## src/rtl/adc_tone_pkg.sv

```systemverilog
// Shared constants for the test-tone generator: waveform modes, register map
// and the full-scale helper used by both the LUT builder and the channels.
package adc_tone_pkg;

   typedef enum logic [1:0] {
      MODE_SINE   = 2'd0,
      MODE_SQUARE = 2'd1,
      MODE_SAW    = 2'd2,
      MODE_DC     = 2'd3
   } mode_e;

   localparam logic [1:0] REG_FREQ = 2'd0;
   localparam logic [1:0] REG_POFS = 2'd1;
   localparam logic [1:0] REG_AMP  = 2'd2;
   localparam logic [1:0] REG_CTRL = 2'd3;

   // Largest symmetric positive code for a signed dw-bit sample.
   function automatic int fs_of(input int dw);
      return (1 << (dw - 1)) - 1;
   endfunction

endpackage

```

## src/rtl/adc_tone_chan.sv

```systemverilog
// One tone channel: phase accumulator, waveform generation from a registered
// quarter-wave ROM, and amplitude scaling. Three register stages from ena to dout.
module adc_tone_chan
   import adc_tone_pkg::*;
#(
   parameter int DW     = 10,
   parameter int PW     = 26,
   parameter int LUT_AW = 8,
   parameter logic [(2**LUT_AW)*(DW-1)-1:0] LUT_INIT = '0
)(
   input  logic                 clk_i,
   input  logic                 reset_i,
   input  logic                 ena_i,
   input  logic                 sync_i,
   input  logic [PW-1:0]        freq_i,
   input  logic [PW-1:0]        pofs_i,
   input  logic [DW-2:0]        amp_i,
   input  mode_e                mode_i,
   output logic signed [DW-1:0] dout_o,
   output logic                 valid_o
);

   localparam int LW = DW - 1;
   localparam logic signed [DW-1:0] FS = DW'(fs_of(DW));

   // Saw: top DW phase bits with MSB flipped; the lone most-negative code is
   // pulled in to -FS so the ramp stays symmetric.
   function automatic logic signed [DW-1:0] saw_wave(input logic [PW-1:0] p);
      logic signed [DW-1:0] s;
      s = $signed({~p[PW-1], p[PW-2 -: DW-1]});
      if (s == {1'b1, {(DW-1){1'b0}}}) s = -FS;
      return s;
   endfunction

   // Amplitude scaling with floor (arithmetic shift); |wave| <= FS and
   // amp <= FS keep the result inside DW bits.
   function automatic logic signed [DW-1:0] scale(input logic signed [DW-1:0] w,
                                                  input logic [DW-2:0] a);
      logic signed [2*DW-1:0] prod;
      prod = (2*DW)'(w) * (2*DW)'($signed({1'b0, a}));
      prod = prod >>> (DW - 1);
      return prod[DW-1:0];
   endfunction

   logic [PW-1:0]        acc_q, acc_d, phase_src;
   logic [PW-1:0]        phase_p1;
   mode_e                mode_p1, mode_p2;
   logic [DW-2:0]        amp_p1, amp_p2;
   logic [LUT_AW-1:0]    lut_idx;
   logic signed [DW-1:0] alt_wave, alt_p2, wave_p2;
   logic [LW-1:0]        lut_p2;
   logic                 neg_p2;
   logic                 vld_p1, vld_p2, vld_p3;
   logic signed [DW-1:0] dout_q;
   logic                 unused_phase;

   assign unused_phase = ^phase_p1;

   // Accumulator next state; sync zeroes it, and a coincident sample is taken
   // at phase zero with the accumulator advancing from there.
   always_comb begin
      acc_d     = acc_q;
      phase_src = acc_q;
      if (sync_i) begin
         phase_src = '0;
         acc_d     = ena_i ? freq_i : '0;
      end else if (ena_i) begin
         acc_d = acc_q + freq_i;
      end
   end

   // Quarter-wave index mirroring and non-sine waveforms from the S1 phase.
   always_comb begin
      lut_idx  = phase_p1[PW-3 -: LUT_AW] ^ {LUT_AW{phase_p1[PW-2]}};
      alt_wave = FS;
      case (mode_p1)
         MODE_SQUARE: alt_wave = phase_p1[PW-1] ? -FS : FS;
         MODE_SAW:    alt_wave = saw_wave(phase_p1);
         default:     alt_wave = FS;
      endcase
   end

   // Final waveform select with quadrant sign applied to the ROM magnitude.
   always_comb begin
      wave_p2 = alt_p2;
      if (mode_p2 == MODE_SINE)
         wave_p2 = neg_p2 ? -$signed({1'b0, lut_p2}) : $signed({1'b0, lut_p2});
   end

   // Control state: accumulator, valid pipeline and held output.
   always_ff @(posedge clk_i) begin
      if (reset_i) begin
         acc_q  <= '0;
         vld_p1 <= 1'b0;
         vld_p2 <= 1'b0;
         vld_p3 <= 1'b0;
         dout_q <= '0;
      end else begin
         acc_q  <= acc_d;
         vld_p1 <= ena_i;
         vld_p2 <= vld_p1;
         vld_p3 <= vld_p2;
         if (vld_p2) dout_q <= scale(wave_p2, amp_p2);
      end
   end

   // Data pipeline: S1 phase add, S2 ROM lookup / waveform register.
   always_ff @(posedge clk_i) begin
      // S1
      phase_p1 <= phase_src + pofs_i;
      mode_p1  <= mode_i;
      amp_p1   <= amp_i;
      // S2
      lut_p2   <= LUT_INIT[int'(lut_idx)*LW +: LW];
      neg_p2   <= phase_p1[PW-1];
      alt_p2   <= alt_wave;
      mode_p2  <= mode_p1;
      amp_p2   <= amp_p1;
   end

   assign dout_o  = dout_q;
   assign valid_o = vld_p3;

endmodule

```

## src/rtl/adc_tone_gen.sv

```systemverilog
// Multi-channel test-tone source standing in for the ADC: register decode,
// sync fan-out and the elaboration-time quarter-wave sine table.
module adc_tone_gen
   import adc_tone_pkg::*;
#(
   parameter int DW     = 10,
   parameter int PW     = 26,
   parameter int NCH    = 2,
   parameter int LUT_AW = 8
)(
   input  logic                       clk,
   input  logic                       reset,
   input  logic                       ena,
   input  logic                       cfg_we,
   input  logic [$clog2(NCH)+1:0]     cfg_addr,
   input  logic [31:0]                cfg_wdata,
   input  logic                       sync,
   output logic [NCH*DW-1:0]          dout,
   output logic                       valid
);

   localparam int AW = $clog2(NCH) + 2;
   localparam int LW = DW - 1;
   localparam int LN = 2**LUT_AW;

   // Quarter-wave table sampled at bin centres, rounded to nearest.
   function automatic logic [LN*LW-1:0] gen_lut();
      logic [LN*LW-1:0] t;
      real              x;
      int               v;
      t = '0;
      for (int i = 0; i < LN; i++) begin
         x = real'(fs_of(DW)) *
             $sin(3.14159265358979323846 / 2.0 * (real'(i) + 0.5) / real'(LN));
         v = $rtoi(x + 0.5);
         t[i*LW +: LW] = LW'(v);
      end
      return t;
   endfunction

   localparam logic [LN*LW-1:0] LUT_INIT = gen_lut();

   logic [PW-1:0] freq_q [NCH];
   logic [PW-1:0] pofs_q [NCH];
   logic [DW-2:0] amp_q  [NCH];
   mode_e         mode_q [NCH];
   logic          ctrl_sync_q;
   logic          sync_all;
   logic [1:0]    reg_sel;
   logic [AW-1:0] chan_sel;
   logic [NCH-1:0] chan_vld;
   logic          unused_wdata;

   assign reg_sel      = cfg_addr[1:0];
   assign chan_sel     = cfg_addr >> 2;
   assign sync_all     = sync | ctrl_sync_q;
   assign unused_wdata = ^cfg_wdata;

   // Register file; CTRL sync is registered so it lands with the next sample
   // like every other write.
   always_ff @(posedge clk) begin
      if (reset) begin
         for (int c = 0; c < NCH; c++) begin
            freq_q[c] <= '0;
            pofs_q[c] <= '0;
            amp_q[c]  <= '0;
            mode_q[c] <= MODE_SINE;
         end
         ctrl_sync_q <= 1'b0;
      end else begin
         ctrl_sync_q <= cfg_we && (reg_sel == REG_CTRL) && (chan_sel == '0) && cfg_wdata[0];
         if (cfg_we) begin
            for (int c = 0; c < NCH; c++) begin
               if (chan_sel == AW'(c)) begin
                  case (reg_sel)
                     REG_FREQ: freq_q[c] <= cfg_wdata[PW-1:0];
                     REG_POFS: pofs_q[c] <= cfg_wdata[PW-1:0];
                     REG_AMP: begin
                        amp_q[c]  <= cfg_wdata[DW-2:0];
                        mode_q[c] <= mode_e'(cfg_wdata[17:16]);
                     end
                     default: ;
                  endcase
               end
            end
         end
      end
   end

   for (genvar c = 0; c < NCH; c++) begin : g_chan
      adc_tone_chan #(
         .DW       (DW),
         .PW       (PW),
         .LUT_AW   (LUT_AW),
         .LUT_INIT (LUT_INIT)
      ) u_chan (
         .clk_i   (clk),
         .reset_i (reset),
         .ena_i   (ena),
         .sync_i  (sync_all),
         .freq_i  (freq_q[c]),
         .pofs_i  (pofs_q[c]),
         .amp_i   (amp_q[c]),
         .mode_i  (mode_q[c]),
         .dout_o  (dout[c*DW +: DW]),
         .valid_o (chan_vld[c])
      );
   end

   assign valid = &chan_vld;

endmodule
```

## config.mk

```make
export PLATFORM = sky130hd
export DESIGN_NAME = adc_tone_gen
export DESIGN_NICKNAME = d
export VERILOG_FILES = /design/src/rtl/adc_tone_pkg.sv /design/src/rtl/adc_tone_chan.sv /design/src/rtl/adc_tone_gen.sv
export SDC_FILE = /design/constraint.sdc
export NUM_CORES = 1
export LEC_CHECK = 0
export ABC_AREA = 0
export BUFFER_PORTS_ARGS = -buffer_cell sky130_fd_sc_hd__buf_2
export CORE_MARGIN = 8
export CORE_UTILIZATION = 60
export DETAILED_ROUTE_END_ITERATION = 12
export PLACE_DENSITY = 0.8
export SETUP_SLACK_MARGIN = 0.2
export SLEW_MARGIN = 20
export SYNTH_ARGS = -nofsm -noshare
export SYNTH_HDL_FRONTEND = slang
export SYNTH_HIERARCHICAL = 1
export SYNTH_SLANG_ARGS = --single-unit
```

## constraint.sdc

```tcl
create_clock -name clk -period 8.65 [get_ports clk]
set_input_delay 0.865 -clock clk [delete_from_list [all_inputs] [get_ports clk]]
set_output_delay 0.865 -clock clk [all_outputs]
set_load 0.005 [all_outputs]
```

# Word level (Yosys, flattened, before mapping)
# Memories as Yosys holds them, arrays and structs flattened. A register that Yosys moved wholly into a read port is not among the register bits.
# Cells that the tools add are included.
op_classes:
  n_addsub: 6
  mul: 4
  div_mod_pow: 0
  magnitude_cmp: 0
  eq_ne: 9
  shift: 2
  n_mux: 55
  bitwise: 13
  n_reduce_logical: 8
op_table:
  columns: ["op", "count"]
  rows:
  - ["indexed part select 2304 x 32 -> 9 bit, first input constant", 2]
  - ["two-way mux 26 bit", 12]
  - ["adder 26 bit", 4]
  - ["two-way mux 10 bit", 8]
  - ["one-hot mux 10 bit (2 select lines)", 2]
  - ["multiplier 10 x 10 -> 19 bit", 2]
  - ["two-way mux 1 bit", 29]
  - ["multiplier 8 x 4 -> 12 bit, second input constant", 2]
  - ["equality test 10 bit, second input constant", 2]
  - ["negator 9 -> 10 bit", 2]
  - ["two-way mux 9 bit", 2]
  - ["XOR 8 bit", 2]
  - ["OR 1 bit", 9]
  - ["equality test 2 bit, second input constant", 4]
  - ["equality test 2 x 1 -> 1 bit, second input constant", 3]
  - ["logical NOT 2 bit", 3]
  - ["two-way mux 2 bit", 2]
  - ["logical AND 1 bit", 3]
  - ["logical NOT 3 bit", 1]
  - ["NOT 1 bit", 2]
  - ["nonzero test 2 bit", 1]
totals:
  ff_bits: 190
  latch_bits: 0
  mem_bits_rw: 126
  rom_bits: 0
  out_inout_bits: 21
  wordCells: 121
  memories: 4
memory_table:
  columns: ["memory", "depth", "word_bits", "rd", "rd_clocked_by_memory_dff", "wr", "line_no", "source"]
  rows:
  - ["freq_q", 2, 26, 2, 0, 2, "adc_tone_gen.sv:43", "logic [PW-1:0] freq_q [NCH];"]
  - ["pofs_q", 2, 26, 2, 0, 2, "adc_tone_gen.sv:44", "logic [PW-1:0] pofs_q [NCH];"]
  - ["amp_q", 2, 9, 2, 2, 2, "adc_tone_gen.sv:45", "logic [DW-2:0] amp_q [NCH];"]
  - ["mode_q", 2, 2, 2, 2, 2, "adc_tone_gen.sv:46", "mode_e mode_q [NCH];"]

# Longest topological paths before layout
# Gate-level depths: netlist (run 1).
logic_depth:
  depth_word: 7
  ltp_mapped: 27

# Modules after synthesis
# Netlist (run 1), hierarchy kept.
by_module_without_submodules:
  columns: ["module", "instances", "cells_per_inst", "area_per_inst_um2", "seq_area_each_um2"]
  rows:
  - ["adc_tone_chan at g_chan[1].u_chan", 1, 1389, 10908.0, 1821.7]
  - ["adc_tone_chan at g_chan[0].u_chan", 1, 1355, 10573.9, 1821.7]
  - ["adc_tone_gen", 1, 228, 4448.0, 3803.6]

# Worst setup path after synthesis (run 1)
# OpenSTA, ideal clock, no wires.
synth_timing:
  path_type: "reg-to-reg"
  start: "register g_chan[1].u_chan.lut_p2[5]"
  end: "register g_chan[1].u_chan.dout_q[8]"
  setup_ns: 0.092
  arrival_ns: 5.975
  path_slack_ns: 2.582
  stages_incl_launch_ff: 25
  n_path_buf: 0
  period_less_slack_ns: 6.068
  path_cell_list: "dfxtp_1 or3_1 or3_4 nand2_1 xor2_1 a21oi_1 nand2_1 fa_1 inv_1 fa_1 inv_1 fa_1 inv_1 fa_1 inv_1 fa_1 inv_1 ha_1 a21oi_1 nor2b_1 o211ai_1 a21boi_0 o31a_1 a41o_1 o32ai_1"
synth_via:
  elab_chain_len: 4
synth_lines:
  columns: ["item", "line_no", "source"]
  rows:
  - ["start, declared", "adc_tone_chan.sv:51", "logic [LW-1:0] lut_p2;"]
  - ["start signal, assigned", "adc_tone_chan.sv:114", "lut_p2 <= LUT_INIT[int'(lut_idx)*LW +: LW];"]
  - ["negator 9 -> 10 bit", "adc_tone_chan.sv:87", "wave_p2 = neg_p2 ? -$signed({1'b0, lut_p2}) : $signed({1'b0, lut_p2});"]
  - ["two-way mux 10 bit (*)", "adc_tone_chan.sv:87", null]
  - ["two-way mux 10 bit (*)", "adc_tone_chan.sv:86", "if (mode_p2 == MODE_SINE)"]
  - ["multiplier 10 x 10 -> 19 bit (*)", "adc_tone_chan.sv:40", "prod = (2*DW)'(w) * (2*DW)'($signed({1'b0, a}));"]
  - ["end signal, assigned", "adc_tone_chan.sv:103", "if (vld_p2) dout_q <= scale(wave_p2, amp_p2);"]
  - ["end, declared", "adc_tone_chan.sv:54", "logic signed [DW-1:0] dout_q;"]
# Mark *: on every way between the ends. The rest lies on a longest branch, timed or not.
# A chain may end at the register's enable or synchronous reset.

# Worst setup path after layout (run 1)
# Ends and elaborated chain as after synthesis.

==> results of run 1 <==
routing by layer:
metal	GRT usage	wire length (um)	up-vias
li1	-	-	10300
met1	0.347	28400	10600
met2	0.444	32100	985
met3	0.0385	5170	168
met4	0.101	2230	4
met5	0	32	-
sequential cells by signal (all words and copies together), names as in the netlist:
signal and count:
amp_q 18, ctrl_sync_q 1, freq_q 52, g_chan.u_chan/acc_q 52, g_chan.u_chan/alt_p2 20, g_chan.u_chan/amp_p1 18, g_chan.u_chan/amp_p2 18, g_chan.u_chan/dout_o 20
g_chan.u_chan/lut_p2 18, g_chan.u_chan/mode_p1 4, g_chan.u_chan/mode_p2 4, g_chan.u_chan/neg_p2 2, g_chan.u_chan/phase_p1 20, g_chan.u_chan/valid_o 2, g_chan.u_chan/vld_p1 2, g_chan.u_chan/vld_p2 2
mode_q 4, pofs_q 52
cell type report:
class | count | area [um^2]
multi-input combinational | 2218 | 16800
fill | 3437 | 15200
sequential | 309 | 7450
inverter | 271 | 1020
clock buffer | 42 | 902
tap | 585 | 732
timing repair buffer | 85 | 505
clock inverter | 22 | 233
path summary, 6_finish.rpt:
kind                                            startpoint                    endpoint  cells past startpoint
worst max-delay path            g_chan[1].u_chan/lut_p2[5]  g_chan[1].u_chan/dout_o[8]                     25
worst min-delay path            g_chan[0].u_chan/amp_p1[1]  g_chan[0].u_chan/amp_p2[1]                      0
worst min register to register  g_chan[0].u_chan/amp_p1[1]  g_chan[0].u_chan/amp_p2[1]                      0
worst max register to register  g_chan[1].u_chan/lut_p2[5]  g_chan[1].u_chan/dout_o[8]                     25
cells in the final DEF, fill, tap and decap left out, types with 15 or more instances in the layout:
| cell | n |
|---|---|
| o311ai_0 | 15 |
| o31ai_1 | 16 |
| nor2b_1 | 99 |
| a221oi_1 | 17 |
| o211ai_1 | 28 |
| xor2_1 | 44 |
| nand2_1 | 278 |
| o21a_1 | 25 |
| nand3_1 | 45 |
| a311oi_1 | 16 |
| nand3b_1 | 15 |
| clkbuf_16 | 35 |
| and3_1 | 47 |
| nor2_1 | 229 |
| a21oi_1 | 208 |
| ha_1 | 206 |
| nor3_1 | 68 |
| a31oi_1 | 27 |
| fa_1 | 154 |
| xnor2_1 | 63 |
| a211oi_1 | 57 |
| buf_2 | 53 |
| a21o_1 | 30 |
| and2_1 | 71 |
| mux2i_1 | 30 |
| nand2b_1 | 19 |
| buf_4 | 32 |
| edfxtp_1 | 126 |
| dfxtp_1 | 183 |
| inv_1 | 267 |
| o21ai_0 | 140 |
| o22ai_1 | 19 |
worst max-delay path, cell delays in order, from the launching register on:
cell and delay [ns]:
dfxtp_1 0.31, or3_1 0.39, or3_4 0.40, nand2_1 0.09, xor2_1 0.07, a21oi_1 0.68, nand2_1 0.19, fa_1 0.57
inv_1 0.06, fa_1 0.50, inv_1 0.05, fa_1 0.53, inv_1 0.05, fa_1 0.48, inv_1 0.05, fa_1 0.47
inv_1 0.04, ha_1 0.30, a21oi_1 0.15, nor2b_1 0.06, o211ai_1 0.17, a21boi_0 0.25, o311a_1 0.44, o21a_1 0.20
nor3_1 0.14, o32ai_1 0.11
metrics by stage:
step                instances   util
floorplan                2972      -
global placement         3468  0.618
detailed placement       3468  0.618
CTS                      3532  0.645
global route             3532  0.645
finish                   3532  0.645
report_power, final:
group | internal, uW | switching, uW | total (uW)
Combinational | 3140 | 4470 | 7610
Sequential | 1700 | 172 | 1880
Clock | 830 | 644 | 1470
Total | 5680 | 5290 | 11000
cell families after synthesis:
kind of cell	after synthesis	synth area share
buffers and inverters	445	0.0674
xor gates and xnor gates	117	0.0398
and+or+nand+nor	947	0.179
DFF	309	0.287
adders and majority gates	360	0.218
AOI/OAI and AO/OA	755	0.192
muxes	39	0.0168
==> results_dict.tcl, run 1 <==
set metrics [dict create \
    status "complete, no violations" \
    worstPathMaxFanout 9 \
    placed_area_um2 26500 \
    post_cts.repair.setup_buffers 0 \
    synth-async-reset-ratio 0 \
    synth_cell_types 99 \
    hold_buffers 0 \
    power.leakage_uw 0.0120 \
    drcViolationCount 0 \
    cp-start-kind "flip-flop" \
    core_um2 42900 \
    h-tree-depth 2 \
    power_uw 11000 \
    synth_top_area_share 0.146 \
    tightest_slew_ns 1.16 \
    rrSetupSlack_ns 1.72 \
    min_period_ns 6.93 \
    cts_tree "built" \
    rows 76 \
    clock_skew_ns 0.0370 \
    first_iter_violations 2238 \
    area_growth_pct 6.63 \
    grt.overflow.total 0 \
    netlist.top_cell.by_area "edfxtp_1" \
    cp_data_arrival_time_ns 7.31 \
    clock_path_buffers 3 \
    synth_most_common_cell "nand2_1" \
    max_slew_margin 0.230 \
    rsz0062_at_grt "false" \
    setup_tns_ns 0 \
    hold_viol 0 \
    grt_max_degree 60 \
    fin_ws_ns 1.72 \
    ir_drop_mv 0.462 \
    cap_violations 0 \
    finalCritPeriodShare 0.802 \
    vias 22100 \
    dp_hpwl_um 48500 \
    synth_area_leaders "edfxtp_1 (15%), dfxtp_1 (14%), fa_1 (12%)" \
    grt_pass1_wl_um 110000 \
    syn_area_um2 25900 \
    slew_violations 0 \
    clkSlewWorstSetupHoldPaths_ns 0.07 \
    initial_core_util 0.605 \
    viasPerCell 6.25 \
    synth_nets 3372 \
    cp.required_ns 9.03 \
    numCtsBuffers 35 \
    yosys_warnings 6 \
    path_class "reg -> reg" \
    wire_per_inst_um 19.2 \
    final_area_um2 27600 \
    syn_inst 2972 \
    die_area_um2 50100 \
    whs_ns 0.302 \
    grt_pass1_vias 21800 \
    power_per_cell_area_nw_per_um2 396 \
    max_freq_ghz 0.144 \
    chipHeight_um 224 \
    ios 61 \
    hold_class "reg -> reg" \
    grtUsageTotal 0.266 \
    drive_above_1_share 0.0662 \
    cts_root_buf "clkbuf_16" \
    synth_flop_cell "dfxtp_1" \
    synth_common_cells "nand2_1 (278), inv_1 (267), nor2_1 (230), a21oi_1 (208), ha_1 (206)" \
    avgSynthCellArea_um2 8.72 \
    antenna_left 0 \
    antenna_found_initial 2 \
    die_x_um 224 \
    dr.pass1.iters 6 \
    cts.sinks 309 \
    dp_slack_ns 1.80 \
    nNetsFinal 3320 \
    ys_ff_latch 309 \
    setup_viol 0 \
    gp_congestion 0.953 \
    cts_resized 0 \
    yosysSeqAreaShare 0.287 \
    drt_wl_total_um 67900 \
    io_buffers 54 \
    endpoint_kind "flip-flop" \
    clock_latency_ns 0.56 \
    synth_edf_count 126 \
    antenna_cells 0 \
]
Power figures use the tool's default switching activity.
==> inputs of run 2 (changes only) <==
==> constraint.sdc (replaced) <==
create_clock -name clk -period 6.82 [get_ports clk]
set_input_delay 0.682 -clock clk [delete_from_list [all_inputs] [get_ports clk]]
set_output_delay 0.682 -clock clk [all_outputs]
set_load 0.005 [all_outputs]
==> results_dict.tcl, run 2 (synthesis gave the netlist of run 1 again) <==
set metrics [dict create \
    status "complete, no violations" \
    layout_commonest_cell "nand2_1" \
    antenna_found_initial 1 \
    ios 61 \
    dp_hpwl_um 48600 \
    chipHeight_um 224 \
    final_cell_mix "nand2_1 (277), inv_1 (267), nor2_1 (229)" \
    clock_skew_ns 0.0242 \
    numCtsBuffers 31 \
    cts_root_buf "clkbuf_16" \
    wire_per_inst_um 19.3 \
    cpMaxStageDelayCell "fa_1" \
    path_class "reg -> reg" \
    nNetsFinal 3334 \
    area_growth_pct 6.70 \
    power_per_cell_area_nw_per_um2 495 \
    rsz0062_at_grt "true" \
    reg_top3 "freq_q (52), g_chan.u_chan/acc_q (52), pofs_q (52)" \
    drive_above_1_share 0.0706 \
    power.leakage_uw 0.0121 \
    dr.pass1.iters 6 \
    worstPathMaxFanout 6 \
    cts_tree "built" \
    first_iter_violations 2070 \
    ir_drop_mv 0.610 \
    grt.overflow.total 0 \
    grt_max_degree 62 \
    hold_buffers 0 \
    hold_class "reg -> reg" \
    rows 76 \
    finalCritPeriodShare 0.926 \
    clock_latency_ns 0.60 \
    viasPerCell 6.27 \
    clock_path_buffers 3 \
    antenna_left 0 \
    clkSlewWorstSetupHoldPaths_ns 0.07 \
    critPathTopFamily "adder cells" \
    cp.required_ns 7.29 \
    core_um2 42900 \
    min_period_ns 6.31 \
    hold_viol 0 \
    max_freq_ghz 0.158 \
    cp_data_arrival_time_ns 6.79 \
    crit_buf_inv 3 \
    grt_pass1_vias 22100 \
    die_area_um2 50100 \
    cts.sinks 309 \
    drcViolationCount 0 \
    gp_congestion 0.948 \
    setup_viol 0 \
    h-tree-depth 1 \
    grt_pass1_wl_um 111000 \
    setup_tns_ns 0 \
    die_x_um 224 \
    filler_cell_count 3439 \
    drt_wl_total_um 68400 \
    io_buffers 54 \
    max_slew_margin 0.221 \
    grtUsageTotal 0.267 \
    critical_path.cell_chain "nor2_1 -> nand4b_1 -> or3_1 -> o311ai_0 -> nand2_1 -> nand2_2 -> inv_1 -> fa_1 -> fa_1 -> inv_1 -> fa_1 -> fa_1 -> inv_1 -> fa_1 -> ha_1 -> a21o_1 -> a21o_1 -> a21oi_1 -> o31a_1 -> o21ai_2 -> o21a_1 -> nor2_1 -> xor2_1 -> o21ai_1" \
    vias 22200 \
    slew_violations 0 \
    utilization 0.645 \
    initial_core_util 0.605 \
    endpoint_kind "flip-flop" \
    cap_violations 0 \
    cpPeakStageDelay_ns 0.55 \
    cp-start-kind "flip-flop" \
    tightest_slew_ns 1.17 \
    cp_common_cell "fa_1" \
]
[run 2: cell count changes in the layout (fill, tap and decap cells not counted), sizes merged]
cell and change:
clkbuf -1, bufinv -1, diode +1, inv -5, buf +18, clkinvlp -2, clkinv +3
[run 2: path summary, 6_finish.rpt]
path                              start                          to  slack [ns]  cells past startpoint
min          g_chan[0].u_chan/amp_p1[2]  g_chan[0].u_chan/amp_p2[2]        0.31                      0
min reg2reg  g_chan[0].u_chan/amp_p1[2]  g_chan[0].u_chan/amp_p2[2]        0.31                      0
max reg2reg  g_chan[0].u_chan/lut_p2[2]  g_chan[0].u_chan/dout_o[8]        0.51                     24
max          g_chan[0].u_chan/lut_p2[2]  g_chan[0].u_chan/dout_o[8]        0.51                     24
[run 2: area by class of cell]
cell class,count,area (um^2),area share
well taps,585,732,0.0265
diodes,1,2.50,0.0000904
clock buffers,41,853,0.0308
multi-input cells,2218,16800,0.608
clock inverters,17,146,0.00529
repair buffers,103,648,0.0234
inverters,271,1020,0.0368
flip-flops and latches,309,7450,0.269
[run 2: through the flow]
| step | setup WS (ns) | total power (uW) | instances | instance area, um^2 | hold slack [ns] |
|---|---|---|---|---|---|
| floorplan | 0.752 | 9870 | 2972 | 25900 | 0.310 |
| global placement | 0.583 | 11500 | 3482 | 26600 | 0.311 |
| detailed placement | 0.462 | 11900 | 3482 | 26600 | 0.312 |
| CTS | 0.422 | 13700 | 3540 | 27600 | 0.317 |
| global route | 0.175 | 15100 | 3544 | 27700 | 0.328 |
| finish | 0.505 | 13700 | 3545 | 27700 | 0.314 |
[run 2: worst register-to-register path, cell delays in order (launching register included)]
cell	delay, ns
dfxtp_1	0.34
nor2_1	0.16
nand4b_1	0.14
or3_1	0.35
o311ai_0	0.31
nand2_1	0.24
nand2_2	0.16
inv_1	0.10
fa_1	0.46
fa_1	0.51
inv_1	0.05
fa_1	0.47
fa_1	0.55
inv_1	0.05
fa_1	0.47
ha_1	0.37
a21o_1	0.19
a21o_1	0.19
a21oi_1	0.19
o31a_1	0.23
o21ai_2	0.11
o21a_1	0.20
nor2_1	0.11
xor2_1	0.16
o21ai_1	0.07
[run 2: power by group]
part           internal (uW)  leakage, uW  switching [uW]
Sequential              2160      0.00274             219
Combinational           4010      0.00885            5630
Clock                    926     0.000485             757
[run 2: what timing repair did]
| action | CTS | global route |
|---|---|---|
| setup buffers | 0 | 3 |
| resized for setup | 0 | 4 |
| setup endpoints to repair | 0 | 6 |
[run 2: layer usage]
metal | GRT usage | wire length, um | vias to the layer above
met4 | 0.106 | 2520 | 0
met5 | 0 | 0 | -
met1 | 0.348 | 28400 | 10600
met2 | 0.441 | 31900 | 1015
li1 | - | - | 10400
met3 | 0.0434 | 5660 | 196
